## config.mk

```make
export PLATFORM = sky130hd
export DESIGN_NAME = logic_unit_sweep
export DESIGN_NICKNAME = d
export VERILOG_FILES = /design/src/rtl/logic_unit_pkg.sv /design/src/rtl/logic_unit_core.sv /design/src/rtl/logic_unit_sweep.sv
export SDC_FILE = /design/constraint.sdc
export NUM_CORES = 1
export LEC_CHECK = 0
export BUFFER_PORTS_ARGS = -buffer_cell sky130_fd_sc_hd__buf_2
export CAP_MARGIN = 20
export CORE_ASPECT_RATIO = 0.6
export CORE_MARGIN = 2
export CORE_UTILIZATION = 34
export CTS_BUF_LIST = sky130_fd_sc_hd__clkbuf_8
export DETAILED_ROUTE_END_ITERATION = 8
export GPL_ROUTABILITY_DRIVEN = 0
export PLACE_DENSITY_LB_ADDON = 0.08
export RECOVER_POWER = 25
export REMOVE_ABC_BUFFERS = 1
export SETUP_SLACK_MARGIN = 0.5
export SLEW_MARGIN = 20
export SYNTH_ARGS = -nofsm -noshare
export SYNTH_HDL_FRONTEND = slang
export SYNTH_SLANG_ARGS = --single-unit
export TNS_END_PERCENT = 30
```

## constraint.sdc

```tcl
create_clock -name clk -period 2.6 [get_ports clk]
set_input_delay 0.52 -clock clk [delete_from_list [all_inputs] [get_ports clk]]
set_output_delay 0.52 -clock clk [all_outputs]
set_load 0.1 [all_outputs]
```

## src/rtl/logic_unit_pkg.sv

```systemverilog
// Shared definitions for the logic unit: op codes, FSM state encoding and WIDTH bounds.
package logic_unit_pkg;

    localparam int WIDTH_MIN = 1;
    localparam int WIDTH_MAX = 8;

    typedef enum logic [2:0] {
        OP_AND  = 3'd0,
        OP_NAND = 3'd1,
        OP_OR   = 3'd2,
        OP_NOR  = 3'd3,
        OP_XOR  = 3'd4,
        OP_XNOR = 3'd5,
        OP_ANDN = 3'd6,
        OP_NOTA = 3'd7
    } op_e;

    typedef enum logic [0:0] {
        ST_IDLE  = 1'b0,
        ST_SWEEP = 1'b1
    } state_e;

endpackage

```

## src/rtl/logic_unit_core.sv

```systemverilog
// Combinational bitwise function unit: y = f(a, b, op) across WIDTH bits.
module logic_unit_core
    import logic_unit_pkg::*;
#(
    parameter int WIDTH = 4
) (
    input  logic [WIDTH-1:0] a,
    input  logic [WIDTH-1:0] b,
    input  op_e              op,
    output logic [WIDTH-1:0] y
);

    // Select one of the eight bitwise functions
    always_comb begin
        y = {WIDTH{1'b0}};
        case (op)
            OP_AND:  y = a & b;
            OP_NAND: y = ~(a & b);
            OP_OR:   y = a | b;
            OP_NOR:  y = ~(a | b);
            OP_XOR:  y = a ^ b;
            OP_XNOR: y = ~(a ^ b);
            OP_ANDN: y = a & ~b;
            OP_NOTA: y = ~a;
            default: y = {WIDTH{1'b0}};
        endcase
    end

endmodule

```

## src/rtl/logic_unit_sweep.sv

```systemverilog
// Registered bitwise logic unit with valid/ready handshake and an exhaustive (a, b) sweep mode.
// Optional macro LOGIC_UNIT_PARITY_EN adds the registered y_par output.
module logic_unit_sweep
    import logic_unit_pkg::*;
#(
    parameter int WIDTH = 4
) (
    input  logic             clk,
    input  logic             reset_n,
    input  logic             in_valid,
    output logic             in_ready,
    input  logic [WIDTH-1:0] a,
    input  logic [WIDTH-1:0] b,
    input  logic [2:0]       op,
    input  logic             sweep_start,
    output logic             out_valid,
    input  logic             out_ready,
    output logic [WIDTH-1:0] y,
    output logic [WIDTH-1:0] out_a,
    output logic [WIDTH-1:0] out_b,
    output logic             busy,
`ifdef LOGIC_UNIT_PARITY_EN
    output logic             y_par,
`endif
    output logic             sweep_done
);

    localparam int CW = 2 * WIDTH;

    state_e           state_r;
    op_e              op_lat_r;
    logic [CW-1:0]    cnt_r;
    logic [WIDTH-1:0] y_r;
    logic [WIDTH-1:0] out_a_r;
    logic [WIDTH-1:0] out_b_r;
    logic             out_valid_r;
    logic             sweep_done_r;

    logic             sweeping_s;
    logic             slot_free_s;
    logic             direct_fire_s;
    logic             sweep_fire_s;
    logic             load_s;
    logic             last_s;
    logic [WIDTH-1:0] core_a_s;
    logic [WIDTH-1:0] core_b_s;
    op_e              core_op_s;
    logic [WIDTH-1:0] core_y_s;

    assign sweeping_s    = (state_r == ST_SWEEP);
    assign slot_free_s   = !out_valid_r || out_ready;
    assign in_ready      = (state_r == ST_IDLE) && !sweep_start && slot_free_s;
    assign direct_fire_s = in_valid && in_ready;
    assign sweep_fire_s  = sweeping_s && slot_free_s;
    assign load_s        = direct_fire_s || sweep_fire_s;
    assign last_s        = sweep_fire_s && (&cnt_r);

    // Low half of the counter is operand A, high half is operand B
    assign core_a_s  = sweeping_s ? cnt_r[WIDTH-1:0] : a;
    assign core_b_s  = sweeping_s ? cnt_r[CW-1:WIDTH] : b;
    assign core_op_s = sweeping_s ? op_lat_r : op_e'(op);

    logic_unit_core #(.WIDTH(WIDTH)) u_core (
        .a  (core_a_s),
        .b  (core_b_s),
        .op (core_op_s),
        .y  (core_y_s)
    );

    // Sweep FSM, counter and the output register stage
    always_ff @(posedge clk or negedge reset_n) begin
        if (!reset_n) begin
            state_r      <= ST_IDLE;
            op_lat_r     <= OP_AND;
            cnt_r        <= {CW{1'b0}};
            y_r          <= {WIDTH{1'b0}};
            out_a_r      <= {WIDTH{1'b0}};
            out_b_r      <= {WIDTH{1'b0}};
            out_valid_r  <= 1'b0;
            sweep_done_r <= 1'b0;
        end else begin
            sweep_done_r <= last_s;
            if (load_s) begin
                y_r         <= core_y_s;
                out_a_r     <= core_a_s;
                out_b_r     <= core_b_s;
                out_valid_r <= 1'b1;
            end else if (out_ready) begin
                out_valid_r <= 1'b0;
            end else begin
                out_valid_r <= out_valid_r;
            end
            case (state_r)
                ST_IDLE: begin
                    if (sweep_start) begin
                        state_r  <= ST_SWEEP;
                        op_lat_r <= op_e'(op);
                        cnt_r    <= {CW{1'b0}};
                    end
                end
                ST_SWEEP: begin
                    // Counter wraps to zero on the all-ones vector
                    if (sweep_fire_s) begin
                        cnt_r <= cnt_r + {{(CW-1){1'b0}}, 1'b1};
                    end
                    if (last_s) begin
                        state_r <= ST_IDLE;
                    end
                end
                default: state_r <= ST_IDLE;
            endcase
        end
    end

`ifdef LOGIC_UNIT_PARITY_EN
    logic y_par_r;

    function automatic logic calc_parity(input logic [WIDTH-1:0] v);
        return ^v;
    endfunction

    // Parity travels with y and holds under backpressure
    always_ff @(posedge clk or negedge reset_n) begin
        if (!reset_n) begin
            y_par_r <= 1'b0;
        end else if (load_s) begin
            y_par_r <= calc_parity(core_y_s);
        end else begin
            y_par_r <= y_par_r;
        end
    end

    assign y_par = y_par_r;
`endif

    assign y          = y_r;
    assign out_a      = out_a_r;
    assign out_b      = out_b_r;
    assign out_valid  = out_valid_r;
    assign busy       = sweeping_s;
    assign sweep_done = sweep_done_r;

endmodule
```

== Yosys cells after proc, flatten, opt, wreduce, memory -nomap -nowiden ==
Cells that the tools add are included.

* Muxes and demuxes: 12
* Equality and inequality tests: 9
* Add/sub/neg operators: 1
* Bitwise logic cells: 10
* Reductions and logical operators: 14

{| class="wikitable"
|+ Operators with widths
! operator !! count
|-
| case mux 4 bit (8 select lines) || 1
|-
| inverter 4 bit || 5
|-
| two-way mux 8 bit || 2
|-
| case mux 8 bit (2 select lines) || 1
|-
| == test 3 bit (second input constant) || 4
|-
| adder 8 x 1 -> 8 bit (second input constant) || 1
|-
| AND 4 bit || 2
|-
| two-way mux 4 bit || 2
|-
| AND reduction 8 bit || 1
|-
| == test 3 x 2 -> 1 bit (second input constant) || 2
|-
| logical AND 1 bit || 5
|-
| two-way mux 1 bit || 4
|-
| bitwise OR 4 bit || 1
|-
| AND reduction 2 bit || 2
|-
| bitwise XOR 4 bit || 1
|-
| == test 3 x 1 -> 1 bit (second input constant) || 1
|-
| logical NOT 3 bit || 1
|-
| two-way mux 3 bit || 1
|-
| logical NOT 1 bit || 2
|-
| logical OR 1 bit || 2
|-
| != test 2 x 1 -> 1 bit (second input constant) || 1
|-
| != test 2 bit (second input constant) || 1
|-
| case mux 1 bit (2 select lines) || 1
|-
| nonzero test 2 bit || 1
|-
| inverter 1 bit || 1
|}

* Logic and storage cells: 54
* Input port bits: 16
* Output and inout bits: 16
* Flip-flop bits (word level): 26

== Depth between registers and ports, before layout ==
* Word-level depth: 6
* Gate-level depth with buffers: 10
* Gate-level depth less buffers: 7

== Cells and area by module ==
Synthesis repeated with hierarchy kept, for this count alone.

* Cell total of the unflattened synthesis: 159
* Area, all modules: 1,749.2 um^2

{| class="wikitable"
|+ By module, submodules not included
! module !! sequential area each (um^2) !! cells each !! area an instance (um^2) !! instances
|-
| logic_unit_sweep || 650.6 || 97 || 1,283.7 || 1
|-
| logic_unit_core || 0.0 || 62 || 465.4 || 1
|}

== Least setup slack after synthesis ==
Ideal clock, no wire load.

* Path type: register to output
* Start point: register state_r (netlist: busy)
* End point: output in_ready
* Required time: 2.080 ns
* Setup slack: -1.501 ns
* Path buffers: 3
* Cell stages (with the launch flop): 5
* Data arrival time: 3.581 ns
* Cells stage by stage: dfrtp_1 buf_6 buf_6 buf_4 nor3b_1

* Cells in the longest elaborated chain, start to end: 3

{| class="wikitable"
|+ Ends and longest elaborated chain
! what !! line !! source
|-
| start, declared || logic_unit_sweep.sv:30 || <nowiki>state_e state_r;</nowiki>
|-
| start signal, assigned || logic_unit_sweep.sv:73 || <nowiki>state_r <= ST_IDLE;</nowiki>
|-
| start signal, assigned || logic_unit_sweep.sv:96 || <nowiki>state_r <= ST_SWEEP;</nowiki>
|-
| start signal, assigned || logic_unit_sweep.sv:107 || <nowiki>state_r <= ST_IDLE;</nowiki>
|-
| inverter 1 bit (no line) || n/a ||
|-
| logical AND 1 bit (2 in series) || logic_unit_sweep.sv:52 || <nowiki>assign in_ready = (state_r == ST_IDLE) && !sweep_start && slot_free_s;</nowiki>
|-
| end, declared || logic_unit_sweep.sv:11 || <nowiki>output logic in_ready,</nowiki>
|}

Every way passes these cells.

== Worst setup path after layout ==
* Start point: register state_r (netlist: busy)
* End point: register y_r[2] (netlist: y[2])

* Cells in the longest elaborated chain, start to end: 5
* Elaborated cells between the ends (all ways): 27
* Those cells by class: eq/ne: 7; mux: 4; bitwise: 10; reduce/logical: 6

{| class="wikitable"
|+ Ends and longest elaborated chain
! what !! line !! source
|-
| branches (longest 5 deep; another with case mux 4 bit (8 select lines)) || n/a ||
|-
| end signal, assigned || logic_unit_sweep.sv:76 || <nowiki>y_r <= {WIDTH{1'b0}};</nowiki>
|-
| end signal, assigned || logic_unit_sweep.sv:84 || <nowiki>y_r <= core_y_s;</nowiki>
|-
| end, declared || logic_unit_sweep.sv:33 || <nowiki>logic [WIDTH-1:0] y_r;</nowiki>
|}

Several ways; the timed one is not identified.
A chain may end at the register's enable or synchronous reset.

==> metrics.md <==
| Metric | Value |
|---|---|
| Delay-heaviest family, CP | `compound AO/OA/AOI/OAI gates` |
| CTS clock-pin slew for the worst setup and hold paths | `0.09 ns` |
| TNS Setup | `0 ns` |
| Port bufs | `31` |
| Final core utilization | `0.419` |
| Final setup violation count | `0` |
| Footprint of the multi-input gates | `1120 µm²` |
| Die Width | `100 µm` |
| Largest net degree at the start of global routing | `27` |
| Layout cells sized above 1 | `0.259` |
| 1st-iter DRT viols | `100` |
| Measured slew at the worst slew-check pin | `1.50 ns` |
| ANT cells | `0` |
| Global-route wire length before repair | `7.83 mm` |
| Worst skew pair latency | `0.27 ns` |
| Remaining global-route overflow | `0` |
| Synthesized flop and latch total | `26` |
| Final Hold Fails | `0` |
| WL met3 | `291 µm` |
| Pwr per Cell Area | `709 nW/µm²` |
| Met2 wire len | `1.83 mm` |
| Fillers | `525` |
| Post-synth cell types | `48` |
| Metal-1 WL | `2.72 mm` |
| Mapped Area | `1880 µm²` |
| Routed wire per std cell | `16.5 µm` |
| P_leak | `0.00107 µW` |
| Sequential element share of the synthesized area | `0.345` |
| Maxcap violations | `1` |
| Max layer used | `met4` |
| Worst Skew | `0.00356 ns` |
| Placed cells | `292` |
| Initial core utilization | `0.362` |
| Period minus WS final | `2.02 ns` |
| Buffers and inverters on the worst path | `1` |
| Max-slew violation count | `26` |
| Drt drc | `0` |
| Placed Area | `2090 µm²` |
| Slowest-stage cell, CP | `dfrtp_4` |
| FFs w/ async S/R, synth | `1.00` |
| Hold Path Class | `reg -> reg` |
| Rel. slew slack | `-0.000784` |
| # rows | `20` |
| ANT nets after route | `0` |
| Critical Path, Cell by Cell | `clkbuf_4, mux2i_2, ha_1, a211o_1, a211oi_1, a31oi_1` |
| Critical Path Fanout Max | `6` |
| Final Cycle Share | `0.775` |
| Startpoint class of the critical path | `register` |
| Most frequent cells in the layout | `29 x buf_2, 25 x dfrtp_1, 19 x nand2_1, 13 x o21ai_0` |
| Dpl hpwl | `3.69 mm` |
| DIE HEIGHT | `61.7 µm` |
| Via/cell ratio | `5.42` |
| Longest Clk Path Bufs | `2` |
| I/O pins | `32` |
| Overall Global Routing Usage | `0.169` |
| Die area | `6170 µm²` |
| Detailed Route WL | `4.92 mm` |
| CTS Hold Buffers Added | `0` |
| Worst vdd ir | `0.346 mV` |
| Worst EP arrival | `2.16 ns` |
| Crit path capture type | `register` |
| Clock sinks | `26` |
| Root Driver | `clkbuf_8` |
| Syn Area/Cell | `9.37 µm²` |
| Via Count | `1616` |
| Cell Count, Final, Fillers Out | `298` |
| Pre-antenna DRT Iters | `4` |
| Initial antenna violation count | `0` |
| Final cell area excluding filler cells | `2180 µm²` |
| Post-Synthesis Cells | `201` |
| Worst-case hold slack | `0.480 ns` |
| Yosys warning count | `0` |
| RSZ-0062 raised after global routing | `yes` |
| Failing checks | `max-capacitance violations, max-slew violations` |
| Total CTS buffers | `3` |
| H-tree Lvls | `1` |
| CTS tree | `built` |
| Area Growth Syn to Fin | `15.8%` |
| Layout Nets | `263` |
| FF+latch area | `654 µm²` |
| Critical setup path kind | `reg -> reg` |
| Fmax | `0.496 GHz` |
| Post-synth EDFFs | `0` |
| Status | `finished, violations left` |
| Most common cell after layout, fill and taps aside | `buf_2` |
| Number of global-route vias before repair | `1476` |
| Core Region | `5200 µm²` |
| Worst endpoint required time | `2.74 ns` |
| Main flop type after synthesis | `dfrtp_1` |
| Slowest stage delay, CP | `0.53 ns` |
final cells by class:
class | instances | area share
Timing Repair Buffer | 41 | 0.109
Multi-Input combinational cell | 150 | 0.514
Sequential cell | 26 | 0.300
Inverter | 12 | 0.0206
Clock buffer | 3 | 0.0189
Tap cell | 66 | 0.0378
worst reg2reg max path, cell delays in order (launching register included):
cell and delay (ns):
dfrtp_4 0.53, clkbuf_4 0.21, mux2i_2 0.20, ha_1 0.24
a211o_1 0.23, a211oi_1 0.35, a31oi_1 0.13
Yosys cell counts (4+ instances only):
cell	instances	area, µm²
nand3_1	8	40.0
buf_2	5	25.0
a211o_1	4	35.0
nand2_1	19	71.3
a211oi_1	4	30.0
dfrtp_1	26	651
mux2_2	4	45.0
o21ai_0	13	65.1
ha_1	13	163
nor3b_1	6	45.0
nor2_1	5	18.8
nand2b_1	6	37.5
buf_6	4	45.0
mux2i_1	16	160
inv_1	12	45.0
a21oi_1	10	50.1
final timing paths:
kind | start | to | slack [ns] | depth (start not counted)
min in group asynchronous | reset_n | y[1] | 0.59 | 1
worst min register to register | out_b[3] | out_b[3] | 0.48 | 2
worst min-delay path | out_b[3] | out_b[3] | 0.48 | 2
worst max register to register | busy | y[2] | 0.58 | 6
max in group asynchronous | reset_n | busy | 0.94 | 1
worst max-delay path | busy | y[2] | 0.58 | 6
where the power goes:
group	internal, µW	switching [µW]	total, µW	leakage (µW)
Sequential	473	71.2	545	0.000330
Combinational	218	550	768	0.000722
Clock	104	130	234	0.0000216
Total	796	751	1550	0.00107
cells by family (layout without fill, tap and decap cells):
logic type                 Yosys count  count (layout)  synth area share
adders and majority gates           13              13            0.0863
and+or+nand+nor                     62              62             0.179
AOI/OAI and AO/OA                   50              50             0.177
xor gates and xnor gates             2               2           0.00930
muxes                               23              23             0.131
DFF                                 26              26             0.345
buffers and inverters               25              56            0.0710
metal layers:
layer | track usage | up-vias
met1 | 0.264 | 751
met4 | 0.0450 | 0
li1 | - | 796
met2 | 0.237 | 60
met5 | 0 | -
met3 | 0.0306 | 9
metrics by stage:
step	total power [µW]	setup slack, ns
2_1_floorplan	1140	-1.45
3_3_place_gp	1320	0.379
3_5_place_dp	1310	0.389
4_1_cts	1550	0.518
5_1_grt	1650	0.450
6_report	1550	0.584
sequential cells by signal, indices dropped and copies added, names as in the netlist:
name / flops
out_valid: 1
y: 4
cnt_r: 8
out_b: 4
sweep_done: 1
out_a: 4
op_lat_r: 3
busy: 1
what timing repair did:
item	4_1_cts	5_1_grt
endpoints found under the hold margin	0	0
setup buffers	0	3
endpoints found under the setup margin	5	5
gates resized for setup	2	8
Power figures use the tool's default switching activity.
